`src/rtl/defines_pkg.sv`:
```
// Shared SPU definitions: opcode enum, issue-pipe classes and register field positions.
// pipe_of() maps an 11-bit opcode to the pipe class that can execute it.
package defines_pkg;

    localparam int unsigned OP_W   = 11;
    localparam int unsigned RT_LSB = 0;
    localparam int unsigned RA_LSB = 7;
    localparam int unsigned RB_LSB = 14;
    localparam int unsigned REG_W  = 7;

    typedef enum logic [OP_W-1:0] {
        STOP     = 11'h000,
        LNOP     = 11'h001,
        NOP      = 11'h201,
        // Fixed-point arithmetic and logical
        ADD_WORD = 11'h0C0,
        ADD_HALF = 11'h0C8,
        SF_WORD  = 11'h040,
        SF_HALF  = 11'h048,
        ADDX     = 11'h340,
        CG       = 11'h0C2,
        AND_W    = 11'h0C1,
        OR_W     = 11'h041,
        XOR_W    = 11'h241,
        NAND_W   = 11'h0C9,
        NOR_W    = 11'h049,
        ANDC     = 11'h2C1,
        ORC      = 11'h2C9,
        EQV      = 11'h249,
        CEQ      = 11'h3C0,
        CGT      = 11'h240,
        CLGT     = 11'h2C0,
        MPY      = 11'h3C4,
        MPYU     = 11'h3CC,
        // Single-precision floating point
        FA       = 11'h2C4,
        FS       = 11'h2C5,
        FM       = 11'h2C6,
        // Byte operations
        CNTB     = 11'h2B4,
        AVGB     = 11'h0D3,
        ABSDB    = 11'h053,
        SUMB     = 11'h253,
        // Shift and rotate
        SHL      = 11'h05B,
        SHLH     = 11'h05F,
        ROT      = 11'h058,
        ROTH     = 11'h05C,
        ROTM     = 11'h059
    } Opcodes;

    typedef enum logic [1:0] {PIPE_EVEN, PIPE_ODD, PIPE_CTRL, PIPE_ILLEGAL} pipe_e;

    function automatic pipe_e pipe_of(input logic [OP_W-1:0] op);
        pipe_e cls;
        case (op)
            ADD_WORD, ADD_HALF, SF_WORD, SF_HALF, ADDX, CG,
            AND_W, OR_W, XOR_W, NAND_W, NOR_W, ANDC, ORC, EQV,
            CEQ, CGT, CLGT, MPY, MPYU,
            FA, FS, FM,
            CNTB, AVGB, ABSDB, SUMB,
            SHL, SHLH, ROT, ROTH, ROTM,
            NOP:     cls = PIPE_EVEN;
            LNOP:    cls = PIPE_ODD;
            STOP:    cls = PIPE_CTRL;
            default: cls = PIPE_ILLEGAL;
        endcase
        return cls;
    endfunction

endpackage

```
`src/rtl/spu_issue_fifo.sv`:
```
// Instruction buffer for the dual-issue stage: exposes the two oldest entries and
// retires 0, 1 or 2 of them per cycle.
module spu_issue_fifo #(
    parameter int unsigned DEPTH = 8,
    parameter int unsigned IW    = 32,
    localparam int unsigned AW   = $clog2(DEPTH),
    localparam int unsigned CW   = AW + 1
) (
    input  logic          clk,
    input  logic          rst,
    input  logic          flush,
    input  logic          push,
    input  logic [IW-1:0] push_data,
    input  logic [1:0]    pop,
    output logic [IW-1:0] head,
    output logic [IW-1:0] next,
    output logic [CW-1:0] count
);

    logic [IW-1:0] mem_q [DEPTH];
    logic [AW-1:0] rd_ptr_q;
    logic [AW-1:0] wr_ptr_q;
    logic [AW-1:0] rd_ptr_nxt;
    logic [CW-1:0] count_q;

    assign rd_ptr_nxt = rd_ptr_q + AW'(1);
    assign head       = mem_q[rd_ptr_q];
    assign next       = mem_q[rd_ptr_nxt];
    assign count      = count_q;

    always_ff @(posedge clk or posedge rst) begin
        if (rst) begin
            rd_ptr_q <= '0;
            wr_ptr_q <= '0;
            count_q  <= '0;
        end else if (flush) begin
            rd_ptr_q <= '0;
            wr_ptr_q <= '0;
            count_q  <= '0;
        end else begin
            if (push) begin
                wr_ptr_q <= wr_ptr_q + AW'(1);
            end
            // Pointers are log2(DEPTH) wide, so the add wraps modulo DEPTH.
            rd_ptr_q <= rd_ptr_q + AW'(pop);
            count_q  <= count_q + CW'(push) - CW'(pop);
        end
    end

    // Storage needs no reset: entries are only read while count covers them.
    always_ff @(posedge clk) begin
        if (push && !flush) begin
            mem_q[wr_ptr_q] <= push_data;
        end
    end

endmodule

```
`src/rtl/spu_dual_issue.sv`:
```
// In-order dual-issue stage: decodes the two oldest buffered words and loads the even
// and odd issue slots, pairing an even head with an independent odd follower.
module spu_dual_issue #(
    parameter int unsigned DEPTH = 8,
    parameter int unsigned IW    = 32,
    localparam int unsigned CW   = $clog2(DEPTH) + 1
) (
    input  logic          clk,
    input  logic          rst,
    input  logic          flush,
    input  logic          in_valid,
    input  logic [IW-1:0] in_instr,
    output logic          in_ready,
    output logic          even_valid,
    output logic [IW-1:0] even_instr,
    input  logic          even_ready,
    output logic          odd_valid,
    output logic [IW-1:0] odd_instr,
    input  logic          odd_ready,
    output logic          illegal,
    output logic          stopped,
    output logic [CW-1:0] count
);
    import defines_pkg::*;

    logic [IW-1:0] head;
    logic [IW-1:0] next;
    logic [CW-1:0] fifo_count;
    logic          push;
    logic [1:0]    pop;

    logic          even_valid_q;
    logic [IW-1:0] even_instr_q;
    logic          odd_valid_q;
    logic [IW-1:0] odd_instr_q;
    logic          illegal_q;
    logic          stopped_q;

    // Held low during reset so every output reads 0 while rst is asserted.
    assign in_ready = !rst && (fifo_count < CW'(DEPTH));
    assign push     = in_valid && in_ready && !flush;

    spu_issue_fifo #(
        .DEPTH (DEPTH),
        .IW    (IW)
    ) u_fifo (
        .clk       (clk),
        .rst       (rst),
        .flush     (flush),
        .push      (push),
        .push_data (in_instr),
        .pop       (pop),
        .head      (head),
        .next      (next),
        .count     (fifo_count)
    );

    pipe_e            h0_cls;
    pipe_e            h1_cls;
    logic [REG_W-1:0] h0_rt;
    logic [REG_W-1:0] h1_rt;
    logic [REG_W-1:0] h1_ra;
    logic [REG_W-1:0] h1_rb;
    logic             raw_hazard;
    logic             even_free;
    logic             odd_free;
    logic             can_pair;

    assign h0_cls = pipe_of(head[IW-1 -: OP_W]);
    assign h1_cls = pipe_of(next[IW-1 -: OP_W]);
    assign h0_rt  = head[RT_LSB +: REG_W];
    assign h1_rt  = next[RT_LSB +: REG_W];
    assign h1_ra  = next[RA_LSB +: REG_W];
    assign h1_rb  = next[RB_LSB +: REG_W];

    // Fields are compared whatever the format, so some pairs are blocked conservatively.
    assign raw_hazard = (h1_ra == h0_rt) || (h1_rb == h0_rt) || (h1_rt == h0_rt);
    assign even_free  = !even_valid_q || even_ready;
    assign odd_free   = !odd_valid_q || odd_ready;
    assign can_pair   = (fifo_count >= CW'(2)) && (h1_cls == PIPE_ODD) && odd_free
                        && !raw_hazard;

    logic          load_even;
    logic          load_odd;
    logic [IW-1:0] odd_word;
    logic          illegal_d;
    logic          stop_set;

    always_comb begin
        pop       = 2'd0;
        load_even = 1'b0;
        load_odd  = 1'b0;
        odd_word  = head;
        illegal_d = 1'b0;
        stop_set  = 1'b0;
        if (!flush && !stopped_q && (fifo_count != '0)) begin
            unique case (h0_cls)
                PIPE_ILLEGAL: begin
                    pop       = 2'd1;
                    illegal_d = 1'b1;
                end
                PIPE_CTRL: begin
                    if (even_free && odd_free) begin
                        pop      = 2'd1;
                        stop_set = 1'b1;
                    end
                end
                PIPE_ODD: begin
                    if (odd_free) begin
                        load_odd = 1'b1;
                        pop      = 2'd1;
                    end
                end
                PIPE_EVEN: begin
                    if (even_free) begin
                        load_even = 1'b1;
                        if (can_pair) begin
                            load_odd = 1'b1;
                            odd_word = next;
                            pop      = 2'd2;
                        end else begin
                            pop = 2'd1;
                        end
                    end
                end
            endcase
        end
    end

    always_ff @(posedge clk or posedge rst) begin
        if (rst) begin
            even_valid_q <= 1'b0;
            even_instr_q <= '0;
            odd_valid_q  <= 1'b0;
            odd_instr_q  <= '0;
            illegal_q    <= 1'b0;
            stopped_q    <= 1'b0;
        end else if (flush) begin
            even_valid_q <= 1'b0;
            odd_valid_q  <= 1'b0;
            illegal_q    <= 1'b0;
        end else begin
            if (load_even) begin
                even_valid_q <= 1'b1;
                even_instr_q <= head;
            end else if (even_ready) begin
                even_valid_q <= 1'b0;
            end
            if (load_odd) begin
                odd_valid_q <= 1'b1;
                odd_instr_q <= odd_word;
            end else if (odd_ready) begin
                odd_valid_q <= 1'b0;
            end
            illegal_q <= illegal_d;
            if (stop_set) begin
                stopped_q <= 1'b1;
            end
        end
    end

    assign even_valid = even_valid_q;
    assign even_instr = even_instr_q;
    assign odd_valid  = odd_valid_q;
    assign odd_instr  = odd_instr_q;
    assign illegal    = illegal_q;
    assign stopped    = stopped_q;
    assign count      = fifo_count;

endmodule

```
`config.mk`:
```
export PLATFORM = sky130hd
export DESIGN_NAME = spu_dual_issue
export DESIGN_NICKNAME = d
export VERILOG_FILES = /design/src/rtl/defines_pkg.sv /design/src/rtl/spu_issue_fifo.sv /design/src/rtl/spu_dual_issue.sv
export SDC_FILE = /design/constraint.sdc
export NUM_CORES = 1
export LEC_CHECK = 0
export ABC_AREA = 1
export BUFFER_PORTS_ARGS = -buffer_cell sky130_fd_sc_hd__buf_2
export CORE_MARGIN = 1.5
export CORE_UTILIZATION = 56
export CTS_BUF_LIST = sky130_fd_sc_hd__clkbuf_4
export CTS_CLUSTER_DIAMETER = 200
export CTS_CLUSTER_SIZE = 24
export DETAILED_ROUTE_END_ITERATION = 8
export PLACE_DENSITY = 0.74
export SETUP_SLACK_MARGIN = 0.5
export SLEW_MARGIN = 30
export SYNTH_ARGS = -nofsm -noshare
export SYNTH_HDL_FRONTEND = slang
export SYNTH_SLANG_ARGS = --single-unit
```
`constraint.sdc`:
```
create_clock -name clk -period 4 [get_ports clk]
set_input_delay 0.8 -clock clk [delete_from_list [all_inputs] [get_ports clk]]
set_output_delay 0.8 -clock clk [all_outputs]
set_load 0.05 [all_outputs]
```
==> flow_summary.html, run 1 <==
<table>
<tr><th>Metric</th><th>Value</th></tr>
<tr><th colspan="2">Status</th></tr>
<tr><td>Run status</td><td>completed</td></tr>
<tr><th colspan="2">STA</th></tr>
<tr><td>Number of pins exceeding their max-slew limit in the final report</td><td>0</td></tr>
<tr><td>RSZ-0062 raised after global routing</td><td>yes</td></tr>
<tr><td>Count of endpoints failing hold in the final timing report</td><td>0</td></tr>
<tr><td>Slew HR</td><td>42.7%</td></tr>
<tr><td>Post-layout minimum cycle time</td><td>roughly 3.8 ns</td></tr>
<tr><td>Clock Skews</td><td>about 0.064 ns</td></tr>
<tr><td>Share of the clock period used by the worst path after layout</td><td>94.4%</td></tr>
<tr><td>Endpoints failing setup</td><td>0</td></tr>
<tr><td>Post-route worst setup slack</td><td>0.224 ns</td></tr>
<tr><td>Setup Total Neg Slack</td><td>0 ns</td></tr>
<tr><td>Achievable Freq</td><td>265 MHz</td></tr>
<tr><td>Slew at the pin closest to its max-slew limit</td><td>0.860 ns</td></tr>
<tr><th colspan="2">Final layout</th></tr>
<tr><td>Relative area change from synthesis to final layout</td><td>12.5%</td></tr>
<tr><td>End-of-flow core utilization</td><td>64.5%</td></tr>
<tr><td>Final nets</td><td>2,435</td></tr>
<tr><td>Layout cells sized above 1</td><td>13.4%</td></tr>
<tr><th colspan="2">Global route</th></tr>
<tr><td>Grt total ovfl</td><td>0</td></tr>
<tr><td>Global-route wire length before repair</td><td>84.3 mm</td></tr>
<tr><td>Largest net degree at the start of global routing</td><td>55</td></tr>
<tr><td>Antenna violations before repair</td><td>3</td></tr>
<tr><td>Vias in the first global route</td><td>15.2k</td></tr>
<tr><td>Total routing usage reported by global routing</td><td>32.6%</td></tr>
<tr><th colspan="2">Detailed routing</th></tr>
<tr><td>DRC Markers</td><td>0</td></tr>
<tr><td>Number of nets with antenna violations after routing</td><td>0</td></tr>
<tr><td>Count of vias placed by the detailed router</td><td>16.5k</td></tr>
<tr><td>Routed wire length</td><td>roughly 55 mm</td></tr>
<tr><td>Starting DRT DRC Count</td><td>around 2.2k</td></tr>
<tr><td>Ratio of routed vias to standard cells</td><td>5.83</td></tr>
<tr><td>Mean routed wirelength per cell</td><td>19.4 um</td></tr>
<tr><td>Detailed Routing Iterations Pass 1</td><td>6</td></tr>
<tr><th colspan="2">Yosys</th></tr>
<tr><td>Count of flip-flops with a built-in enable after synthesis</td><td>between 200 and 300</td></tr>
<tr><td>Largest area contributor in the synthesized netlist</td><td>sky130_fd_sc_hd__edfxtp_1</td></tr>
<tr><td>Syn avg cell area</td><td>7.99 um2</td></tr>
<tr><td>Share of flip-flops with an asynchronous set or reset</td><td>23.4%</td></tr>
<tr><td>Post-synthesis sequential element count</td><td>334</td></tr>
<tr><td>Yosys warning total</td><td>0</td></tr>
<tr><td>Most common cell in the synthesized netlist</td><td>sky130_fd_sc_hd__nand2_1</td></tr>
<tr><td>Cell Area, Synth</td><td>0.0182 mm2</td></tr>
<tr><td>Unique cell type count in the Yosys netlist</td><td>39</td></tr>
<tr><td>Dominant register cell in the synthesized netlist</td><td>sky130_fd_sc_hd__edfxtp_1</td></tr>
<tr><td>Area share of the leading cell type in the synthesized netlist</td><td>between 40 and 50%</td></tr>
<tr><td>Top cells by area, synth</td><td>sky130_fd_sc_hd__edfxtp_1, sky130_fd_sc_hd__nand2_1, sky130_fd_sc_hd__dfrtp_1</td></tr>
<tr><td>Commonest cells in the synthesized netlist</td><td>sky130_fd_sc_hd__nand2_1, sky130_fd_sc_hd__inv_1, sky130_fd_sc_hd__nand3_1, sky130_fd_sc_hd__edfxtp_1, sky130_fd_sc_hd__o21ai_0</td></tr>
<tr><td>Sequential cell area fraction in the yosys report</td><td>between 50% and 60%</td></tr>
<tr><td>Number of standard cells after synthesis</td><td>2,284</td></tr>
<tr><td>Net count of the mapped netlist</td><td>2,332</td></tr>
<tr><th colspan="2">Critical path</th></tr>
<tr><td>Critical path peak fanout</td><td>8</td></tr>
<tr><td>Signal arrival time at the worst endpoint</td><td>between 4 and 5 ns</td></tr>
<tr><td>FF-to-FF path depth</td><td>21</td></tr>
<tr><td>Worst EP required</td><td>4.73 ns</td></tr>
<tr><td>Kind of critical path</td><td>reg2reg</td></tr>
<tr><td>Type of element capturing the critical path</td><td>flop</td></tr>
<tr><td>Setup slack of the most critical reg-to-reg path</td><td>0.22 ns</td></tr>
<tr><td>Launch point of the worst reg-to-reg path</td><td>u_fifo.rd_ptr_q[0]$_DFF_PP0_</td></tr>
<tr><td>Endpoint of the worst-slack reg-to-reg timing path</td><td>u_fifo.count[1]$_DFF_PP0_</td></tr>
<tr><td>Startpoint type of the worst setup path</td><td>flop</td></tr>
<tr><th colspan="2">CTS</th></tr>
<tr><td>Clock tree from TritonCTS</td><td>built</td></tr>
<tr><td>Clock-pin slew on the worst setup and hold paths</td><td>0.27 ns</td></tr>
<tr><td>Clock root buffer master</td><td>sky130_fd_sc_hd__clkbuf_4</td></tr>
<tr><td>Max clock buf depth</td><td>3</td></tr>
<tr><td>Inserted Clock Buffers</td><td>17</td></tr>
<tr><td>Level count of the clock H-tree</td><td>1</td></tr>
<tr><td>Clock sink count</td><td>334</td></tr>
<tr><td>Skew-Pair Late Insertion Delay</td><td>slightly below 0.8 ns</td></tr>
<tr><th colspan="2">Floorplan</th></tr>
<tr><td>Ports</td><td>111</td></tr>
<tr><td>Full die area</td><td>0.0337 mm2</td></tr>
<tr><td>Standard cell core area</td><td>0.0318 mm2</td></tr>
<tr><td>Die width</td><td>184 um</td></tr>
<tr><td>Die Height</td><td>184 um</td></tr>
<tr><td>Effective utilization at floorplan</td><td>57.4%</td></tr>
<tr><td>FP Rows</td><td>65</td></tr>
<tr><th colspan="2">Job</th></tr>
<tr><td>Number of violations of the max-capacitance limit</td><td>0</td></tr>
<tr><th colspan="2">Power</th></tr>
<tr><td>Maximum resistive drop on vdd</td><td>around 0.31 mV</td></tr>
<tr><td>Power Density</td><td>approximately 260 mW/mm2</td></tr>
<tr><td>P_leak</td><td>9.53 nW</td></tr>
<tr><th colspan="2">Placed design</th></tr>
<tr><td>Final estimated routing congestion in global placement</td><td>0.958</td></tr>
<tr><td>Worst setup slack before clock tree synthesis</td><td>0.0825 ns</td></tr>
<tr><td>Post-DP HPWL</td><td>35.4 mm</td></tr>
<tr><td>Number of port buffers</td><td>between 100 and 150</td></tr>
<tr><th colspan="2">Hold path</th></tr>
<tr><td>Class of the tightest hold or removal check</td><td>in2async</td></tr>
</table>
## final cells by class
cell class	count	area, um2
clock buffers	28	210
flip-flops and latches	334	9640
diodes	3	7.51
fillers	2661	11300
inverters	309	1180
well taps	435	544
repair buffers	208	1870
multi-input cells	1517	7060
clock inverters	1	3.75
## metrics by stage
step / hold WS [ns] / total power, W / instances / instance area, um2
floorplan: 0.549 / 0.00396 / 2284 / 18300
global placement: 0.444 / 0.00406 / 2773 / 19500
detailed placement: 0.465 / 0.00407 / 2773 / 19500
CTS: 0.179 / 0.00535 / 2824 / 20300
global route: 0.133 / 0.00548 / 2835 / 20500
finish: 0.0911 / 0.00534 / 2835 / 20500
## sequential cells by signal, summed over array words and instances (netlist names)
register / flops
u_fifo.rd_ptr_q: 3
odd_instr: 32
odd_valid: 1
u_fifo.mem_q: 256
even_valid: 1
illegal: 1
stopped: 1
u_fifo.wr_ptr_q: 3
even_instr: 32
u_fifo.count: 4
## layer usage
layer | global-route usage [%] | wire, um
met3 | 6.00 | 6790
met2 | 49.6 | 24100
met5 | 0 | 0
met4 | 13.2 | 2340
met1 | 46.3 | 21900
## critical path, stage by stage, from the launching register on
cell and delay (ns):
sky130_fd_sc_hd__dfrtp_4 0.66, sky130_fd_sc_hd__ha_4 0.45, sky130_fd_sc_hd__inv_8 0.09, sky130_fd_sc_hd__buf_4 0.19, sky130_fd_sc_hd__nand3_1 0.14, sky130_fd_sc_hd__nand3_1 0.12, sky130_fd_sc_hd__o21ai_2 0.08, sky130_fd_sc_hd__nand2_1 0.06
sky130_fd_sc_hd__nand2_1 0.09, sky130_fd_sc_hd__nand3_2 0.10, sky130_fd_sc_hd__nor2_4 0.15, sky130_fd_sc_hd__inv_2 0.06, sky130_fd_sc_hd__nand2_2 0.07, sky130_fd_sc_hd__nor2_4 0.05, sky130_fd_sc_hd__o211ai_1 0.22, sky130_fd_sc_hd__nand2_1 0.15
sky130_fd_sc_hd__nand2_1 0.11, sky130_fd_sc_hd__nand2_1 0.06, sky130_fd_sc_hd__ha_2 0.20, sky130_fd_sc_hd__fa_2 0.57, sky130_fd_sc_hd__inv_1 0.04, sky130_fd_sc_hd__nor2_1 0.07
## worst max path at each step
| stage | start | endpoint | cells past startpoint |
|---|---|---|---|
| 2_1_floorplan | rst | u_fifo.mem_q[1][0]$_DFFE_PP_ | 5 |
| 3_3_place_gp | u_fifo.rd_ptr_q[0]$_DFF_PP0_ | u_fifo.count[3]$_DFF_PP0_ | 21 |
| 3_5_place_dp | u_fifo.rd_ptr_q[0]$_DFF_PP0_ | u_fifo.count[2]$_DFF_PP0_ | 22 |
| 4_1_cts | u_fifo.rd_ptr_q[0]$_DFF_PP0_ | u_fifo.count[1]$_DFF_PP0_ | 23 |
| 5_1_grt | u_fifo.rd_ptr_q[0]$_DFF_PP0_ | u_fifo.count[1]$_DFF_PP0_ | 22 |
| 6_report | u_fifo.rd_ptr_q[0]$_DFF_PP0_ | u_fifo.count[1]$_DFF_PP0_ | 21 |
## placed cells by master, fill, tap and decap left out, drive strengths merged, types with 25 or more instances in the layout
cell / instances
nand2: 799
inv: 309
nand3: 297
edfxtp: 256
buf: 199
o21ai: 136
nor2: 108
a21oi: 83
dfrtp: 78
clkbuf: 31
nand4: 29
o211ai: 25
## power by group
group	internal, W	switching [W]
combinational	0.0000601	0.000180
clock	0.000313	0.00102
sequential	0.00376	0.0000112
total	0.00414	0.00121
## repair_timing
| action | 4_1_cts | 5_1_grt |
|---|---|---|
| buffers inserted | 14 | 5 |
| resized for setup | 77 | 22 |
| hold buffers | 0 | 0 |
| pin swaps | 5 | 9 |
| setup endpoints to repair | 27 | 28 |
| cloned | 8 | 3 |
## cell families after synthesis
logic type / count (synthesis) / share of synthesized area [%]
simple gates: 1244 / 28.3
buf+inv: 433 / 10.1
flops: 334 / 52.8
compound gates: 259 / 7.64
fa+ha+maj: 10 / 0.768
xor+xnor: 4 / 0.336
(Power assumes the default switching activity.)
==> run 2: changes to the inputs <==
ABC_AREA = not set   (was 1)
PLACE_DENSITY = 0.75   (was 0.74)
==> flow_summary.html, run 2 <==
<table>
<tr><th>Metric</th><th>Value</th></tr>
<tr><th colspan="2">Status</th></tr>
<tr><td>Run status</td><td>finished with violations (was completed)</td></tr>
<tr><td>Failing checks</td><td>setup timing</td></tr>
<tr><th colspan="2">Final layout</th></tr>
<tr><td>Number of flip-flops in the largest register</td><td>256 (unchanged)</td></tr>
<tr><td>Relative area change from synthesis to final layout</td><td>15.6% (was 12.5%)</td></tr>
<tr><td>Layout Cell Area excl Fill</td><td>0.0184 mm2 (was 0.0205 mm2)</td></tr>
<tr><td>Layout cells sized above 1</td><td>36.3% (was 13.4%)</td></tr>
<tr><td>Most flop-heavy register</td><td>u_fifo.mem_q (unchanged)</td></tr>
<tr><td>Top library cells by usage in the layout, fill and taps aside</td><td>sky130_fd_sc_hd__edfxtp_1, sky130_fd_sc_hd__mux2i_1, sky130_fd_sc_hd__buf_2 (was sky130_fd_sc_hd__nand2_1, sky130_fd_sc_hd__inv_1, sky130_fd_sc_hd__nand3_1)</td></tr>
<tr><td>Fill count</td><td>1,880 (was 2,661)</td></tr>
<tr><td>Reg area</td><td>0.00965 mm2 (was 0.00964 mm2)</td></tr>
<tr><td>Final nets</td><td>1,223 (was 2,435)</td></tr>
<tr><td>Most common cell after layout, fill and taps aside</td><td>sky130_fd_sc_hd__edfxtp_1 (was sky130_fd_sc_hd__nand2_1)</td></tr>
<tr><td>Combined area of the multi-input logic cells</td><td>0.00611 mm2 (was 0.00706 mm2)</td></tr>
<tr><th colspan="2">Global route</th></tr>
<tr><td>Grt total ovfl</td><td>0 (unchanged)</td></tr>
<tr><td>Global-route wire length before repair</td><td>56.9 mm (was 84.3 mm)</td></tr>
<tr><td>Largest net degree at the start of global routing</td><td>52 (was 55)</td></tr>
<tr><td>Total routing usage reported by global routing</td><td>26.1% (was 32.6%)</td></tr>
<tr><td>Antenna violations before repair</td><td>7 (was 3)</td></tr>
<tr><td>Vias in the first global route</td><td>9,616 (was 15.2k)</td></tr>
<tr><th colspan="2">Critical path</th></tr>
<tr><td>Ordered list of cells on the worst path</td><td>ha_4 -&gt; buf_12 -&gt; buf_16 -&gt; mux2i_1 -&gt; mux4_2 -&gt; xnor2_1 -&gt; nand4_1 -&gt; o22ai_2 -&gt; or4_4 -&gt; a21oi_4 -&gt; a21oi_2 -&gt; xor2_1 -&gt; ha_2 -&gt; fa_2 -&gt; nor2b_1 (was ha_4 -&gt; inv_8 -&gt; buf_4 -&gt; nand3_1 -&gt; nand3_1 -&gt; o21ai_2 -&gt; nand2_1 -&gt; nand2_1 -&gt; nand3_2 -&gt; nor2_4 -&gt; inv_2 -&gt; nand2_2 -&gt; nor2_4 -&gt; o211ai_1 -&gt; nand2_1 -&gt; nand2_1 -&gt; nand2_1 -&gt; ha_2 -&gt; fa_2 -&gt; inv_1 -&gt; nor2_1)</td></tr>
<tr><td>Critical path peak fanout</td><td>15 (was 8)</td></tr>
<tr><td>Cell type of the slowest stage on the worst timing path</td><td>sky130_fd_sc_hd__or4_4 (was sky130_fd_sc_hd__dfrtp_4)</td></tr>
<tr><td>Worst EP required</td><td>4.69 ns (was 4.73 ns)</td></tr>
<tr><td>Startpoint type of the worst setup path</td><td>flop (unchanged)</td></tr>
<tr><td>Kind of critical path</td><td>reg2reg (unchanged)</td></tr>
<tr><td>Type of element capturing the critical path</td><td>flop (unchanged)</td></tr>
<tr><td>Signal arrival time at the worst endpoint</td><td>4.87 ns (was 4.51 ns)</td></tr>
<tr><td>FF-to-FF path depth</td><td>15 (was 21)</td></tr>
<tr><td>Max incr delay on CP</td><td>0.57 ns (was 0.66 ns)</td></tr>
<tr><th colspan="2">STA</th></tr>
<tr><td>Slew at the pin closest to its max-slew limit</td><td>0.655 ns (was 0.860 ns)</td></tr>
<tr><td>Achievable Freq</td><td>239 MHz (was 265 MHz)</td></tr>
<tr><td>Post-route worst setup slack</td><td>-0.181 ns (was 0.224 ns)</td></tr>
<tr><td>Worst Hold Margin</td><td>0.129 ns (was 0.0911 ns)</td></tr>
<tr><td>Post-layout minimum cycle time</td><td>4.18 ns (was 3.78 ns)</td></tr>
<tr><td>Number of pins exceeding their max-slew limit in the final report</td><td>0 (unchanged)</td></tr>
<tr><td>Endpoints failing setup</td><td>19 (was 0)</td></tr>
<tr><td>Count of endpoints failing hold in the final timing report</td><td>0 (unchanged)</td></tr>
<tr><td>Setup Total Neg Slack</td><td>-0.811 ns (was 0 ns)</td></tr>
<tr><td>RSZ-0062 raised after global routing</td><td>yes (unchanged)</td></tr>
<tr><td>Share of the clock period used by the worst path after layout</td><td>105% (was 94.4%)</td></tr>
<tr><td>Slew HR</td><td>56.3% (was 42.7%)</td></tr>
<tr><td>Clock Skews</td><td>0.0531 ns (was 0.0641 ns)</td></tr>
<tr><th colspan="2">Yosys</th></tr>
<tr><td>Top cells by area, synth</td><td>sky130_fd_sc_hd__edfxtp_1, sky130_fd_sc_hd__dfrtp_1, sky130_fd_sc_hd__mux4_2 (was sky130_fd_sc_hd__edfxtp_1, sky130_fd_sc_hd__nand2_1, sky130_fd_sc_hd__dfrtp_1)</td></tr>
<tr><td>Post-synthesis sequential element count</td><td>334 (unchanged)</td></tr>
<tr><td>Yosys warning total</td><td>0 (unchanged)</td></tr>
<tr><td>Commonest cells in the synthesized netlist</td><td>sky130_fd_sc_hd__edfxtp_1, sky130_fd_sc_hd__mux2i_1, sky130_fd_sc_hd__dfrtp_1, sky130_fd_sc_hd__mux4_2 (was sky130_fd_sc_hd__nand2_1, sky130_fd_sc_hd__inv_1, sky130_fd_sc_hd__nand3_1, sky130_fd_sc_hd__edfxtp_1, sky130_fd_sc_hd__o21ai_0)</td></tr>
<tr><td>Syn avg cell area</td><td>16.4 um2 (was 7.99 um2)</td></tr>
<tr><td>Largest area contributor in the synthesized netlist</td><td>sky130_fd_sc_hd__edfxtp_1 (unchanged)</td></tr>
<tr><td>Number of standard cells after synthesis</td><td>973 (was 2,284)</td></tr>
<tr><td>Area share of the leading cell type in the synthesized netlist</td><td>48.3% (was 42.1%)</td></tr>
<tr><td>Dominant register cell in the synthesized netlist</td><td>sky130_fd_sc_hd__edfxtp_1 (unchanged)</td></tr>
<tr><td>Sequential cell area fraction in the yosys report</td><td>60.5% (was 52.8%)</td></tr>
<tr><td>Unique cell type count in the Yosys netlist</td><td>70 (was 39)</td></tr>
<tr><td>Share of flip-flops with an asynchronous set or reset</td><td>23.4% (unchanged)</td></tr>
<tr><td>Net count of the mapped netlist</td><td>1,021 (was 2,332)</td></tr>
<tr><td>Count of flip-flops with a built-in enable after synthesis</td><td>256 (unchanged)</td></tr>
<tr><td>Most common cell in the synthesized netlist</td><td>sky130_fd_sc_hd__edfxtp_1 (was sky130_fd_sc_hd__nand2_1)</td></tr>
<tr><td>Cell Area, Synth</td><td>0.0159 mm2 (was 0.0182 mm2)</td></tr>
<tr><th colspan="2">Detailed routing</th></tr>
<tr><td>Detailed Routing Iterations Pass 1</td><td>5 (was 6)</td></tr>
<tr><td>DRC Markers</td><td>0 (unchanged)</td></tr>
<tr><td>Ratio of routed vias to standard cells</td><td>6.19 (was 5.83)</td></tr>
<tr><td>Count of vias placed by the detailed router</td><td>9,706 (was 16.5k)</td></tr>
<tr><td>Starting DRT DRC Count</td><td>858 (was 2,221)</td></tr>
<tr><td>Number of nets with antenna violations after routing</td><td>0 (unchanged)</td></tr>
<tr><td>Routed wire length</td><td>37.8 mm (was 55.1 mm)</td></tr>
<tr><td>Mean routed wirelength per cell</td><td>24.2 um (was 19.4 um)</td></tr>
<tr><th colspan="2">CTS</th></tr>
<tr><td>Clock sink count</td><td>334 (unchanged)</td></tr>
<tr><td>Clock-pin slew on the worst setup and hold paths</td><td>0.26 ns (was 0.27 ns)</td></tr>
<tr><td>Clock tree from TritonCTS</td><td>built (unchanged)</td></tr>
<tr><td>Inserted Clock Buffers</td><td>17 (unchanged)</td></tr>
<tr><td>Number of buffers inserted by hold repair at cts</td><td>0 (unchanged)</td></tr>
<tr><td>Level count of the clock H-tree</td><td>1 (unchanged)</td></tr>
<tr><td>Skew-Pair Late Insertion Delay</td><td>0.73 ns (was 0.78 ns)</td></tr>
<tr><td>Clock root buffer master</td><td>sky130_fd_sc_hd__clkbuf_4 (unchanged)</td></tr>
<tr><td>Max clock buf depth</td><td>3 (unchanged)</td></tr>
<tr><th colspan="2">Placed design</th></tr>
<tr><td>Total placed instance area</td><td>0.0177 mm2 (was 0.0195 mm2)</td></tr>
<tr><td>Post-DP HPWL</td><td>24.8 mm (was 35.4 mm)</td></tr>
<tr><td>Final estimated routing congestion in global placement</td><td>0.885 (was 0.958)</td></tr>
<tr><td>Number of port buffers</td><td>110 (unchanged)</td></tr>
<tr><td>Worst setup slack before clock tree synthesis</td><td>-0.392 ns (was 0.0825 ns)</td></tr>
<tr><th colspan="2">Power</th></tr>
<tr><td>P_leak</td><td>7.05 nW (was 9.53 nW)</td></tr>
<tr><td>Power Density</td><td>545 mW/mm2 (was 260 mW/mm2)</td></tr>
<tr><td>Maximum resistive drop on vdd</td><td>0.307 mV (was 0.312 mV)</td></tr>
<tr><td>Post-route total power</td><td>0.0100 W (was 0.00534 W)</td></tr>
<tr><th colspan="2">Job</th></tr>
<tr><td>Number of violations of the max-capacitance limit</td><td>0 (unchanged)</td></tr>
<tr><th colspan="2">Floorplan</th></tr>
<tr><td>Standard cell core area</td><td>0.0279 mm2 (was 0.0318 mm2)</td></tr>
<tr><td>Die Height</td><td>172 um (was 184 um)</td></tr>
<tr><td>Ports</td><td>111 (unchanged)</td></tr>
<tr><td>Die width</td><td>172 um (was 184 um)</td></tr>
<tr><td>FP Rows</td><td>61 (was 65)</td></tr>
<tr><td>Full die area</td><td>0.0295 mm2 (was 0.0337 mm2)</td></tr>
<tr><td>Effective utilization at floorplan</td><td>57.2% (was 57.4%)</td></tr>
<tr><th colspan="2">Hold path</th></tr>
<tr><td>Class of the tightest hold or removal check</td><td>in2async (unchanged)</td></tr>
</table>
run 2: final cells by class:
type | instances | share of cell area (%)
Antenna cell | 3 | 0.0408
Clock buffer | 28 | 1.14
Clock inverter | 2 | 0.0408
Inverter | 28 | 0.584
Multi-Input combinational cell | 561 | 33.2
Sequential cell | 334 | 52.4
Tap cell | 378 | 2.57
Timing Repair Buffer | 233 | 10.1
run 2: metal layers:
metal  vias to the layer above  GRT usage [%]  wire length (um)
met5                         -              0                39
met4                         6           7.97               925
met3                        80           3.82              3190
met2                       491           40.2             17500
met1                      4897           38.7             16200
li1                       4232              -                 -
run 2: report_power, final:
| group | switching (W) | internal [W] |
|---|---|---|
| Clock | 0.000949 | 0.000316 |
| Combinational | 0.00247 | 0.00230 |
| Sequential | 0.000101 | 0.00390 |
run 2: cells by family after synthesis:
kind of cell               count (synthesis)  share of synthesized area (%)
muxes                                    286                           25.5
AOI/OAI and AO/OA                         66                           2.76
DFF                                      334                           60.5
adders and majority gates                 10                          0.880
xor gates and xnor gates                  30                           1.77
and+or+nand+nor                          169                           5.81
buffers and inverters                     78                           2.76
run 2: critical path, delay by kind of cell, from the launching register on:
family                   cells  cell delay (ns)
buffers and inverters        2             0.31
flip-flops                   1             0.56
adder cells (fa/ha/maj)      3             1.07
XOR/XNOR                     2             0.32
AND/OR/NAND/NOR              3             0.87
AO/OA/AOI/OAI                3             0.41
multiplexers                 2             0.60
run 2: path summary, 6_finish.rpt:
path	from	to	slack (ns)
max	u_fifo.rd_ptr_q[0]$_DFF_PP0_	u_fifo.count[1]$_DFF_PP0_	-0.18
min	rst	even_instr[6]$_DFFE_PP0P_	0.13
max reg2reg	u_fifo.rd_ptr_q[0]$_DFF_PP0_	u_fifo.count[1]$_DFF_PP0_	-0.18
min reg2reg	odd_instr[21]$_DFFE_PP0P_	odd_instr[21]$_DFFE_PP0P_	0.49
max in group asynchronous	rst	odd_instr[15]$_DFFE_PP0P_	3.00
min in group clk	in_valid	u_fifo.wr_ptr_q[1]$_DFFE_PP0P_	0.31
run 2: timing repair:
item / 4_1_cts / 5_1_grt
cloned: 3 / 2
endpoints found under the setup margin: 73 / 73
pin swaps: 10 / 3
gates resized for setup: 34 / 6
buffers inserted: 12 / 13
run 2: stage by stage:
step | util, % | cells
3_5_place_dp | 63.4 | 1504
3_3_place_gp | 63.4 | 1504
5_1_grt | 66.1 | 1566
4_1_cts | 65.4 | 1549
6_report | 66.1 | 1567
2_1_floorplan | - | 973
==> run 3: changes to the inputs <==
CAP_MARGIN = 30   (was not set)
CORE_UTILIZATION = 55   (was 56)
PLACE_DENSITY = 0.74   (was 0.75)
clock period = 4.12 ns   (was 4 ns; I/O delays follow)
==> flow_summary.html, run 3 (synthesized netlist as in run 2, its figures left out) <==
<table>
<tr><th>Metric</th><th>Value</th></tr>
<tr><th colspan="2">Hold path</th></tr>
<tr><td>Class of the tightest hold or removal check</td><td>in2async (unchanged)</td></tr>
<tr><th colspan="2">Global route</th></tr>
<tr><td>Met2 Resource Use GR</td><td>38.6% (was 40.2%)</td></tr>
<tr><td>Grt total ovfl</td><td>0 (unchanged)</td></tr>
<tr><td>Largest net degree at the start of global routing</td><td>47 (was 52)</td></tr>
<tr><td>Vias in the first global route</td><td>9,549 (was 9,616)</td></tr>
<tr><td>GR Layer Usage met3</td><td>3.87% (was 3.82%)</td></tr>
<tr><td>Antenna violations before repair</td><td>6 (was 7)</td></tr>
<tr><td>GR Util met1</td><td>39.0% (was 38.7%)</td></tr>
<tr><td>Total routing usage reported by global routing</td><td>25.5% (was 26.1%)</td></tr>
<tr><td>Global-route wire length before repair</td><td>57.8 mm (was 56.9 mm)</td></tr>
<tr><td>Layer with the highest usage after global routing</td><td>met1 (was met2)</td></tr>
<tr><th colspan="2">CTS</th></tr>
<tr><td>Inserted Clock Buffers</td><td>17 (unchanged)</td></tr>
<tr><td>Max clock buf depth</td><td>3 (unchanged)</td></tr>
<tr><td>Clock sink count</td><td>334 (unchanged)</td></tr>
<tr><td>Number of buffers inserted by hold repair at cts</td><td>0 (unchanged)</td></tr>
<tr><td>Skew-Pair Late Insertion Delay</td><td>0.74 ns (was 0.73 ns)</td></tr>
<tr><td>Level count of the clock H-tree</td><td>1 (unchanged)</td></tr>
<tr><td>Clock tree from TritonCTS</td><td>built (unchanged)</td></tr>
<tr><td>Clock root buffer master</td><td>sky130_fd_sc_hd__clkbuf_4 (unchanged)</td></tr>
<tr><td>Clock-pin slew on the worst setup and hold paths</td><td>0.27 ns (was 0.26 ns)</td></tr>
<tr><th colspan="2">Power</th></tr>
<tr><td>Sw Ratio</td><td>35.3% (was 35.1%)</td></tr>
<tr><td>P_leak</td><td>7.10 nW (was 7.05 nW)</td></tr>
<tr><td>Fraction of power consumed by combinational cells</td><td>48.2% (was 47.5%)</td></tr>
<tr><td>Power share of the clock group</td><td>12.6% (about the same)</td></tr>
<tr><td>Internal power consumption</td><td>0.00642 W (was 0.00652 W)</td></tr>
<tr><td>Maximum resistive drop on vdd</td><td>0.271 mV (was 0.307 mV)</td></tr>
<tr><td>Flop pwr share</td><td>39.1% (was 39.9%)</td></tr>
<tr><td>Power Density</td><td>532 mW/mm2 (was 545 mW/mm2)</td></tr>
<tr><td>Psw</td><td>0.00350 W (was 0.00352 W)</td></tr>
<tr><th colspan="2">Critical path</th></tr>
<tr><td>FF-to-FF path depth</td><td>16 (was 15)</td></tr>
<tr><td>Type of element capturing the critical path</td><td>flop (unchanged)</td></tr>
<tr><td>Signal arrival time at the worst endpoint</td><td>4.82 ns (was 4.87 ns)</td></tr>
<tr><td>Kind of critical path</td><td>reg2reg (unchanged)</td></tr>
<tr><td>Endpoint of the worst-slack reg-to-reg timing path</td><td>u_fifo.count[1]$_DFF_PP0_ (unchanged)</td></tr>
<tr><td>Launch point of the worst reg-to-reg path</td><td>u_fifo.rd_ptr_q[0]$_DFF_PP0_ (unchanged)</td></tr>
<tr><td>Worst EP required</td><td>4.79 ns (was 4.69 ns)</td></tr>
<tr><td>Critical path peak fanout</td><td>7 (was 15)</td></tr>
<tr><td>Startpoint type of the worst setup path</td><td>flop (unchanged)</td></tr>
<tr><td>Setup slack of the most critical reg-to-reg path</td><td>-0.03 ns (was -0.18 ns)</td></tr>
<tr><th colspan="2">Detailed routing</th></tr>
<tr><td>Mean routed wirelength per cell</td><td>24.1 um (was 24.2 um)</td></tr>
<tr><td>Starting DRT DRC Count</td><td>884 (was 858)</td></tr>
<tr><td>Detailed Routing Iterations Pass 1</td><td>5 (unchanged)</td></tr>
<tr><td>Count of vias placed by the detailed router</td><td>9,717 (was 9,706)</td></tr>
<tr><td>Ratio of routed vias to standard cells</td><td>6.14 (was 6.19)</td></tr>
<tr><td>Number of nets with antenna violations after routing</td><td>0 (unchanged)</td></tr>
<tr><td>DRC Markers</td><td>0 (unchanged)</td></tr>
<tr><td>Routed wire length</td><td>38.2 mm (was 37.8 mm)</td></tr>
<tr><th colspan="2">Status</th></tr>
<tr><td>Run status</td><td>finished with violations (unchanged)</td></tr>
<tr><td>Failing checks</td><td>setup timing (unchanged)</td></tr>
<tr><th colspan="2">STA</th></tr>
<tr><td>Endpoints failing setup</td><td>2 (was 19)</td></tr>
<tr><td>Slew at the pin closest to its max-slew limit</td><td>0.653 ns (was 0.655 ns)</td></tr>
<tr><td>Count of endpoints failing hold in the final timing report</td><td>0 (unchanged)</td></tr>
<tr><td>Setup Total Neg Slack</td><td>-0.0343 ns (was -0.811 ns)</td></tr>
<tr><td>Share of the clock period used by the worst path after layout</td><td>101% (was 105%)</td></tr>
<tr><td>Achievable Freq</td><td>241 MHz (was 239 MHz)</td></tr>
<tr><td>Slew HR</td><td>56.5% (was 56.3%)</td></tr>
<tr><td>RSZ-0062 raised after global routing</td><td>yes (unchanged)</td></tr>
<tr><td>Post-route worst setup slack</td><td>-0.0284 ns (was -0.181 ns)</td></tr>
<tr><td>Clock Skews</td><td>0.0471 ns (was 0.0531 ns)</td></tr>
<tr><td>Number of pins exceeding their max-slew limit in the final report</td><td>0 (unchanged)</td></tr>
<tr><td>Post-layout minimum cycle time</td><td>4.15 ns (was 4.18 ns)</td></tr>
<tr><th colspan="2">Floorplan</th></tr>
<tr><td>Ports</td><td>111 (unchanged)</td></tr>
<tr><td>FP Rows</td><td>62 (was 61)</td></tr>
<tr><td>Die Height</td><td>173 um (was 172 um)</td></tr>
<tr><td>Full die area</td><td>0.0300 mm2 (was 0.0295 mm2)</td></tr>
<tr><td>Effective utilization at floorplan</td><td>55.6% (was 57.2%)</td></tr>
<tr><td>Standard cell core area</td><td>0.0286 mm2 (was 0.0279 mm2)</td></tr>
<tr><td>Die width</td><td>173 um (was 172 um)</td></tr>
<tr><th colspan="2">Final layout</th></tr>
<tr><td>Layout cells sized above 1</td><td>38.2% (was 36.3%)</td></tr>
<tr><td>Final nets</td><td>1,231 (was 1,223)</td></tr>
<tr><td>Top library cells by usage in the layout, fill and taps aside</td><td>sky130_fd_sc_hd__edfxtp_1, sky130_fd_sc_hd__mux2i_1, sky130_fd_sc_hd__buf_2 (unchanged)</td></tr>
<tr><td>Number of flip-flops in the largest register</td><td>256 (unchanged)</td></tr>
<tr><td>Cell Count, Final, Fillers Out</td><td>1,583 (was 1,567)</td></tr>
<tr><td>Most flop-heavy register</td><td>u_fifo.mem_q (unchanged)</td></tr>
<tr><td>Most common cell after layout, fill and taps aside</td><td>sky130_fd_sc_hd__edfxtp_1 (unchanged)</td></tr>
<tr><td>Relative area change from synthesis to final layout</td><td>17.0% (was 15.6%)</td></tr>
<tr><th colspan="2">Placed design</th></tr>
<tr><td>Number of port buffers</td><td>110 (unchanged)</td></tr>
<tr><td>Post-DP HPWL</td><td>24.4 mm (was 24.8 mm)</td></tr>
<tr><td>Final estimated routing congestion in global placement</td><td>0.905 (was 0.885)</td></tr>
<tr><td>Dpl cells</td><td>1,512 (was 1,504)</td></tr>
<tr><th colspan="2">Job</th></tr>
<tr><td>Number of violations of the max-capacitance limit</td><td>0 (unchanged)</td></tr>
</table>
## run 3: cell count changes in the layout (fill, tap and decap cells not counted), moves of 4 or more
cell / before / now
sky130_fd_sc_hd__and2_1: 13 / 3
sky130_fd_sc_hd__and2_4: 0 / 10
sky130_fd_sc_hd__buf_12: 14 / 19
sky130_fd_sc_hd__buf_4: 95 / 91
sky130_fd_sc_hd__buf_6: 3 / 11
sky130_fd_sc_hd__mux2_1: 8 / 16
sky130_fd_sc_hd__mux2_4: 17 / 9
sky130_fd_sc_hd__o22ai_1: 7 / 3
## run 3: layout make-up
type	instances	area [um2]
Multi-Input combinational cell	561	6170
Antenna cell	5	12.5
Fill cell	1974	9990
Tap cell	384	480
Sequential cell	334	9650
Clock inverter	2	7.51
Timing Repair Buffer	241	1990
Clock buffer	28	210
Inverter	28	108
## run 3: how the worst max path moves through the flow
stage / end / cells past startpoint / from
floorplan: u_fifo.count[3]$_DFF_PP0_ / 16 / u_fifo.rd_ptr_q[1]$_DFF_PP0_
global placement: u_fifo.count[2]$_DFF_PP0_ / 15 / u_fifo.rd_ptr_q[0]$_DFF_PP0_
detailed placement: u_fifo.count[2]$_DFF_PP0_ / 15 / u_fifo.rd_ptr_q[0]$_DFF_PP0_
CTS: u_fifo.count[1]$_DFF_PP0_ / 16 / u_fifo.rd_ptr_q[0]$_DFF_PP0_
global route: u_fifo.count[1]$_DFF_PP0_ / 16 / u_fifo.rd_ptr_q[0]$_DFF_PP0_
finish: u_fifo.count[1]$_DFF_PP0_ / 16 / u_fifo.rd_ptr_q[0]$_DFF_PP0_
## run 3: critical path, stage by stage, from the launching register on
cell,delay [ns]
sky130_fd_sc_hd__dfrtp_4,0.56
sky130_fd_sc_hd__ha_4,0.27
sky130_fd_sc_hd__buf_12,0.16
sky130_fd_sc_hd__buf_12,0.13
sky130_fd_sc_hd__buf_4,0.14
sky130_fd_sc_hd__or4b_2,0.60
sky130_fd_sc_hd__o31ai_1,0.08
sky130_fd_sc_hd__nand3_1,0.12
sky130_fd_sc_hd__o311ai_1,0.08
sky130_fd_sc_hd__o21ai_1,0.15
sky130_fd_sc_hd__or4_4,0.50
sky130_fd_sc_hd__a21oi_4,0.21
sky130_fd_sc_hd__a21oi_4,0.08
sky130_fd_sc_hd__xor2_1,0.14
sky130_fd_sc_hd__ha_2,0.19
sky130_fd_sc_hd__fa_2,0.52
sky130_fd_sc_hd__nor2b_2,0.13
## run 3: metrics by stage
step	hold slack, ns	util, %	setup slack, ns	instance area (um2)	total power (W)
floorplan	0.545	-	0.0640	16000	0.00692
global placement	0.447	61.7	-0.137	17700	0.00819
detailed placement	0.454	61.7	-0.201	17700	0.00824
CTS	0.181	64.1	0.0197	18400	0.00981
global route	0.149	65.1	-0.121	18600	0.0103
finish	0.134	65.1	-0.0284	18600	0.00992
## run 3: power by group through the flow
stage                     logic (W)  clock network, W  registers (W)
after floorplan             0.00255                 0        0.00437
after global placement      0.00424                 0        0.00395
after detailed placement    0.00429                 0        0.00395
after CTS                   0.00464           0.00128        0.00388
after global routing        0.00505           0.00139        0.00390
final                       0.00478           0.00125        0.00388
## run 3: routing by layer
layer | vias up | share of wire (%)
li1 | 4252 | -
met1 | 4939 | 44
met3 | 59 | 8.5
met5 | - | 0.029
met4 | 2 | 2.4
met2 | 465 | 45
## run 3: timing repair
| action | CTS | global route |
|---|---|---|
| hold endpoints to repair | 0 | 0 |
| resized for setup | 39 | 33 |
| cloned | 3 | 3 |
| setup buffers | 19 | 11 |
| pin swaps | 16 | 16 |
| setup endpoints to repair | 49 | 72 |
